`config.mk`:
```
export PLATFORM = sky130hd
export DESIGN_NAME = mul_seq
export DESIGN_NICKNAME = d
export VERILOG_FILES = /design/src/rtl/mul_seq_pkg.sv /design/src/rtl/mul_seq_fifo.sv /design/src/rtl/mul_seq.sv
export SDC_FILE = /design/constraint.sdc
export NUM_CORES = 1
export LEC_CHECK = 0
export CAP_MARGIN = 20
export CORE_MARGIN = 1.5
export CORE_UTILIZATION = 40
export DETAILED_ROUTE_END_ITERATION = 8
export SYNTH_ARGS = -nofsm -noshare
export SYNTH_HDL_FRONTEND = slang
export SYNTH_SLANG_ARGS = --single-unit
```
`constraint.sdc`:
```
create_clock -name clk -period 2.3 [get_ports clk]
set_clock_uncertainty 0.2 [all_clocks]
set_input_delay 0.69 -clock clk [delete_from_list [all_inputs] [get_ports clk]]
set_output_delay 0.69 -clock clk [all_outputs]
set_load 0.005 [all_outputs]
```
`src/rtl/mul_seq_pkg.sv`:
```
// rtl/mul_seq_pkg.sv - shared types and constants for the mul_seq operand sequencer
package mul_seq_pkg;

  localparam int MUL_DATA_W = 8;

  typedef enum logic [1:0] {IDLE, ISSUE, WAIT, HOLD} mul_seq_state_t;

  typedef struct packed {
    logic [MUL_DATA_W-1:0] a;
    logic [MUL_DATA_W-1:0] b;
  } operand_pair_t;

endpackage

```
`src/rtl/mul_seq_fifo.sv`:
```
// rtl/mul_seq_fifo.sv - operand pair FIFO with extra-MSB pointers for full/empty detection
module mul_seq_fifo
  import mul_seq_pkg::*;
#(
  parameter int  DEPTH = 4,
  parameter type T     = operand_pair_t
) (
  input  logic clk,
  input  logic rst,
  input  logic push_i,
  input  T     data_i,
  input  logic pop_i,
  output T     data_o,
  output logic full_o,
  output logic empty_o
);

  localparam int AW = $clog2(DEPTH);

  logic [AW:0] wr_q, rd_q;
  T            mem_q [DEPTH];

  always_ff @(posedge clk or posedge rst) begin
    if (rst) begin
      wr_q <= '0;
      rd_q <= '0;
    end else begin
      if (push_i && !full_o) wr_q <= wr_q + 1'b1;
      if (pop_i && !empty_o) rd_q <= rd_q + 1'b1;
    end
  end

  // Storage needs no reset: entries are only read once the pointers mark them valid.
  always_ff @(posedge clk) begin
    if (push_i && !full_o) mem_q[wr_q[AW-1:0]] <= data_i;
  end

  assign data_o  = mem_q[rd_q[AW-1:0]];
  assign empty_o = (wr_q == rd_q);
  assign full_o  = (wr_q[AW] != rd_q[AW]) && (wr_q[AW-1:0] == rd_q[AW-1:0]);

endmodule

```
`src/rtl/mul_seq.sv`:
```
// rtl/mul_seq.sv - FIFO-buffered operand sequencer feeding a synchronous multiplier
// Optional WAIT timeout enabled by defining MUL_SEQ_TIMEOUT_EN.
module mul_seq
  import mul_seq_pkg::*;
#(
  parameter int DATA_W  = MUL_DATA_W,
  parameter int DEPTH   = 4,
  parameter int TIMEOUT = 15
) (
  input  logic                clk,
  input  logic                rst,
  input  logic                in_valid,
  output logic                in_ready,
  input  logic [DATA_W-1:0]   in_a,
  input  logic [DATA_W-1:0]   in_b,
  output logic                mul_en,
  output logic [DATA_W-1:0]   mul_a,
  output logic [DATA_W-1:0]   mul_b,
  input  logic [2*DATA_W-1:0] mul_out,
  input  logic                mul_ack,
  output logic                res_valid,
  input  logic                res_ready,
  output logic [2*DATA_W-1:0] res_data,
  output logic                busy,
  output logic                err
);

  typedef struct packed {
    logic [DATA_W-1:0] a;
    logic [DATA_W-1:0] b;
  } pair_t;

  mul_seq_state_t      state_q, state_d;
  logic [DATA_W-1:0]   a_q, a_d, b_q, b_d;
  logic [2*DATA_W-1:0] res_q, res_d;
  logic                vld_q, vld_d;
  logic                full, empty, pop;
  pair_t               fifo_in, fifo_out;

  assign fifo_in = '{a: in_a, b: in_b};

  mul_seq_fifo #(.DEPTH(DEPTH), .T(pair_t)) u_fifo (
    .clk    (clk),
    .rst    (rst),
    .push_i (in_valid),
    .data_i (fifo_in),
    .pop_i  (pop),
    .data_o (fifo_out),
    .full_o (full),
    .empty_o(empty)
  );

`ifdef MUL_SEQ_TIMEOUT_EN
  localparam int CNT_W = $clog2(TIMEOUT + 1);
  logic [CNT_W-1:0] cnt_q, cnt_d;
  logic             err_q, err_d;
`else
  logic unused_timeout;
  assign unused_timeout = (TIMEOUT != 0);
`endif

  always_comb begin
    state_d = state_q;
    a_d     = a_q;
    b_d     = b_q;
    res_d   = res_q;
    vld_d   = vld_q;
    pop     = 1'b0;
`ifdef MUL_SEQ_TIMEOUT_EN
    cnt_d   = cnt_q;
    err_d   = 1'b0;
`endif
    case (state_q)
      IDLE: begin
        if (!empty) begin
          pop     = 1'b1;
          a_d     = fifo_out.a;
          b_d     = fifo_out.b;
          state_d = ISSUE;
        end
      end
      ISSUE: begin
        state_d = WAIT;
`ifdef MUL_SEQ_TIMEOUT_EN
        cnt_d   = '0;
`endif
      end
      WAIT: begin
        if (mul_ack) begin
          res_d   = mul_out;
          vld_d   = 1'b1;
          state_d = HOLD;
        end
`ifdef MUL_SEQ_TIMEOUT_EN
        // Abort drops the operation; the product is never presented.
        else if (cnt_q == CNT_W'(TIMEOUT - 1)) begin
          err_d   = 1'b1;
          state_d = IDLE;
        end else begin
          cnt_d = cnt_q + 1'b1;
        end
`endif
      end
      HOLD: begin
        if (res_ready) begin
          vld_d   = 1'b0;
          state_d = IDLE;
        end
      end
      default: state_d = IDLE;
    endcase
  end

  always_ff @(posedge clk or posedge rst) begin
    if (rst) begin
      state_q <= IDLE;
      a_q     <= '0;
      b_q     <= '0;
      res_q   <= '0;
      vld_q   <= 1'b0;
`ifdef MUL_SEQ_TIMEOUT_EN
      cnt_q   <= '0;
      err_q   <= 1'b0;
`endif
    end else begin
      state_q <= state_d;
      a_q     <= a_d;
      b_q     <= b_d;
      res_q   <= res_d;
      vld_q   <= vld_d;
`ifdef MUL_SEQ_TIMEOUT_EN
      cnt_q   <= cnt_d;
      err_q   <= err_d;
`endif
    end
  end

`ifdef MUL_SEQ_TIMEOUT_EN
  assign err = err_q;
`else
  assign err = 1'b0;
`endif

  assign in_ready  = !full;
  assign mul_en    = (state_q == ISSUE);
  assign mul_a     = a_q;
  assign mul_b     = b_q;
  assign res_valid = vld_q;
  assign res_data  = res_q;
  assign busy      = (state_q != IDLE) || !empty;

endmodule

```
==> key figures <==
Routing
  – DRT Wirelength: 7.27 mm
  – DR WL met2: 3.55 mm
  – Vias: 2109
  – Initial drt markers: 80
  – Via/cell ratio: approximately 4.7
  – DRC viols: 0
  – 1st-pass router iterations: 4
  – Met3 WL post-DR: 344 um
  – ANT nets after route: 0
  – Met1 WL: 3.29 mm
  – Drt wl/cell: around 16 um
  – Max Used Layer: met4

Worst setup path
  – CP Launch Type: flip-flop
  – RR Startpoint: u_fifo.wr_q[0]
  – Crit path launch: u_fifo.wr_q[0]
  – Max incr delay on CP: 0.55 ns
  – Path type of the worst setup path: reg -> out
  – CP bufs+invs: 1
  – Register-to-register setup slack: between 0.2 and 0.3 ns
  – CP required: 1.41 ns
  – CP endpoint kind: primary output
  – Cell family with most CP delay: simple AND/OR/NAND/NOR gates
  – R2r endpoint: u_fifo.wr_q[2]
  – CP max FO: 3
  – CP max-delay cell: or4_4
  – Arr. time, crit path: 1.66 ns
  – CP cell instances: xor2_2 > or4_4 > buf_6
  – Reg2reg path depth: 6

Clock tree
  – H-tree depth: 3
  – Worst-Skew Late Latency: 0.36 ns
  – TritonCTS Buffers: 9
  – CTS root buf: clkbuf_8
  – Clock-pin transition on the worst setup and hold timing paths: between 0.1 and 0.15 ns
  – TritonCTS clock tree: yes
  – Max Buffers Root-to-Sink: 2
  – Hold buffer count at cts: 0
  – # clock sinks: 105

GRT
  – Largest net degree at the start of global routing: 42
  – Initial antenna violation count: 0
  – Total grt overflow: 0
  – Global-route wire length before repair: 11.7 mm
  – Vias in the first global route: about 2200
  – Gr usage total: 14.2%

Power
  – Pint: 5.10 mW
  – NetSw: 2.08 mW
  – Clock network fraction of design power: 15.8%
  – Switch share: 29.0%
  – Reg power frac: between 40% and 50%
  – Pleak: 2.10 nW
  – Max IR drop VDD: 0.476 mV
  – Combinational power share: 43.5%
  – P per Cell Area: around 1300 nW/um2

Floorplan
  – Die Height: approximately 100 um
  – I/O Pins: 74
  – Row Count: 36
  – Area of the die: around 11000 um2
  – Initial core utilization: between 40% and 50%
  – Core area: 9910 um2
  – Die Width: between 100 and 150 um

Worst hold path
  – Hold Crit Start: res_data[4]
  – Hold depth: 1
  – Hold crit path type: reg -> reg
  – Hold Path End: res_data[4]

Synthesis
  – Top cells by area, synth: edfxtp_1 (46%), dfrtp_1 (25%), mux2_2 (7.3%)
  – Largest area contributor in the netlist: edfxtp_1
  – Yosys reg bits: around 110
  – Top_reg_cell synth: edfxtp_1
  – Sequential area share after synthesis: 71.1%
  – Synth warn: 0
  – EDFF count, synth: 64
  – Adder-cell share of the synthesized area: between 2 and 3%
  – Post-Synth Simple-Gate Area: 1.75%
  – Synth unique cells: 28
  – Area share of the largest cell type after synthesis: 46.4%
  – Compound-Gate Fraction of Synth Area: about 1.1%
  – Most frequent cell after synthesis: edfxtp_1
  – Main combinational cell family by area after synthesis: multiplexers
  – Syn_nets: between 200 and 300
  – Syn Area/Cell: 19.8 um2
  – Multiplexer area fraction after synthesis: 19.3%
  – XOR/XNOR Fraction of Synth Area: 1.87%
  – Post-synth top cells: edfxtp_1 (64), dfrtp_1 (41), mux2_2 (27)
  – Asr flop ratio synth: 39.0%
  – Synthesized cell area: 4150 um2
  – Cells after Synth: between 200 and 250

STA
  – Setup tns final: -0.345 ns
  – Unrepaired setup endpoints after global routing: true
  – Final count of pins violating max slew: 0
  – Setup WS post-layout: -0.246 ns
  – Final min period: approximately 2.5 ns
  – Crit share post-route: 111%
  – Hold WS: 0.314 ns
  – Setup violators final: 2
  – Fin. Hold Viols: 0
  – Achievable Freq: 393 MHz

Finish
  – Layout cells sized above 1: a little under a third
  – Number of nets in the layout: 353
  – Area growth, synth to finish: 31.9%
  – Layout Cells excl Fill: around 450
  – Diodes inserted: 0

Status
  – Violated checks: setup timing
  – Status: finished with violations

Placement
  – HPWL after DPL: 4.52 mm
  – I/O Buffers: 72
  – Placed insts: around 430
  – GP Congestion: 0.681

Job
  – Number of max-cap violations: 0
## power by group through the flow
| stage | Combinational (mW) | Clock, mW | Sequential (mW) |
|---|---|---|---|
| 4_1_cts | 3.18 | 1.17 | 2.93 |
| 3_5_place_dp | 3.11 | 0 | 2.97 |
| 6_report | 3.13 | 1.13 | 2.92 |
| 2_1_floorplan | 1.64 | 0 | 2.98 |
| 3_3_place_gp | 3.08 | 0 | 2.94 |
| 5_1_grt | 3.39 | 1.24 | 2.99 |
## metrics by stage
stage | instance area, um2 | setup slack [ns] | utilization [%] | power [mW]
floorplan | 4150 | 0.135 | - | 4.62
global placement | 5230 | -0.234 | 52.8 | 6.02
detailed placement | 5230 | -0.284 | 52.8 | 6.08
CTS | 5460 | -0.265 | 55.1 | 7.28
global route | 5470 | -0.301 | 55.2 | 7.62
finish | 5470 | -0.246 | 55.2 | 7.18
## state kept, by name, summed over array words and instances, names as in the netlist
name / flops
mul_a: 8
mul_b: 8
res_data: 16
res_valid: 1
state_q: 2
u_fifo.mem_q: 64
u_fifo.rd_q: 3
u_fifo.wr_q: 3
## layout make-up
cell class                 count  area (um2)
sequential                   105        2950
multi-input combinational     88        1130
inverter                       8        30.0
clock buffer                  11         153
fill                         798        4440
timing repair buffer          95         991
clock inverter                 5        46.3
tap                          133         166
## logic make-up (layout without fill, tap and decap cells)
| logic type | Yosys count | after routing |
|---|---|---|
| DFF | 105 | 105 |
| AOI/OAI and AO/OA | 5 | 5 |
| other | 1 | 1 |
| xor gates and xnor gates | 8 | 8 |
| and+or+nand+nor | 14 | 14 |
| muxes | 51 | 51 |
| buffers and inverters | 16 | 119 |
| adders and majority gates | 9 | 9 |
## how the worst max path moves through the flow
stage | endpoint | slack, ns | cells past startpoint
2_1_floorplan | busy | 0.14 | 4
3_3_place_gp | busy | -0.23 | 5
3_5_place_dp | busy | -0.28 | 5
6_report | busy | -0.25 | 3
5_1_grt | busy | -0.30 | 3
4_1_cts | busy | -0.27 | 3
## cell usage in the layout (no fill, tap or decap), types with 5 or more instances in the layout
master           Yosys  layout
dfrtp_1             41      41
clkbuf_8             0       9
nand2_1              5       5
mux4_2              12      12
mux2_4               8       8
edfxtp_1            64      64
buf_4                1      14
mux2_2              27      27
clkdlybuf4s50_1      0      69
inv_1                8       5
ha_1                 9       8
buf_12               0       7
## routing by layer
layer	vias to the layer above	global-route usage, %
met5	-	0
met4	0	4.99
met3	8	3.87
met2	59	23.6
met1	1050	18.0
li1	992	-
## timing repair
item | in CTS | in global routing
gates cloned | 0 | 0
pin swaps | 2 | 2
buffers inserted | 0 | 1
setup endpoints to repair | 3 | 2
gates resized for setup | 19 | 1
Power figures use the tool's default switching activity.
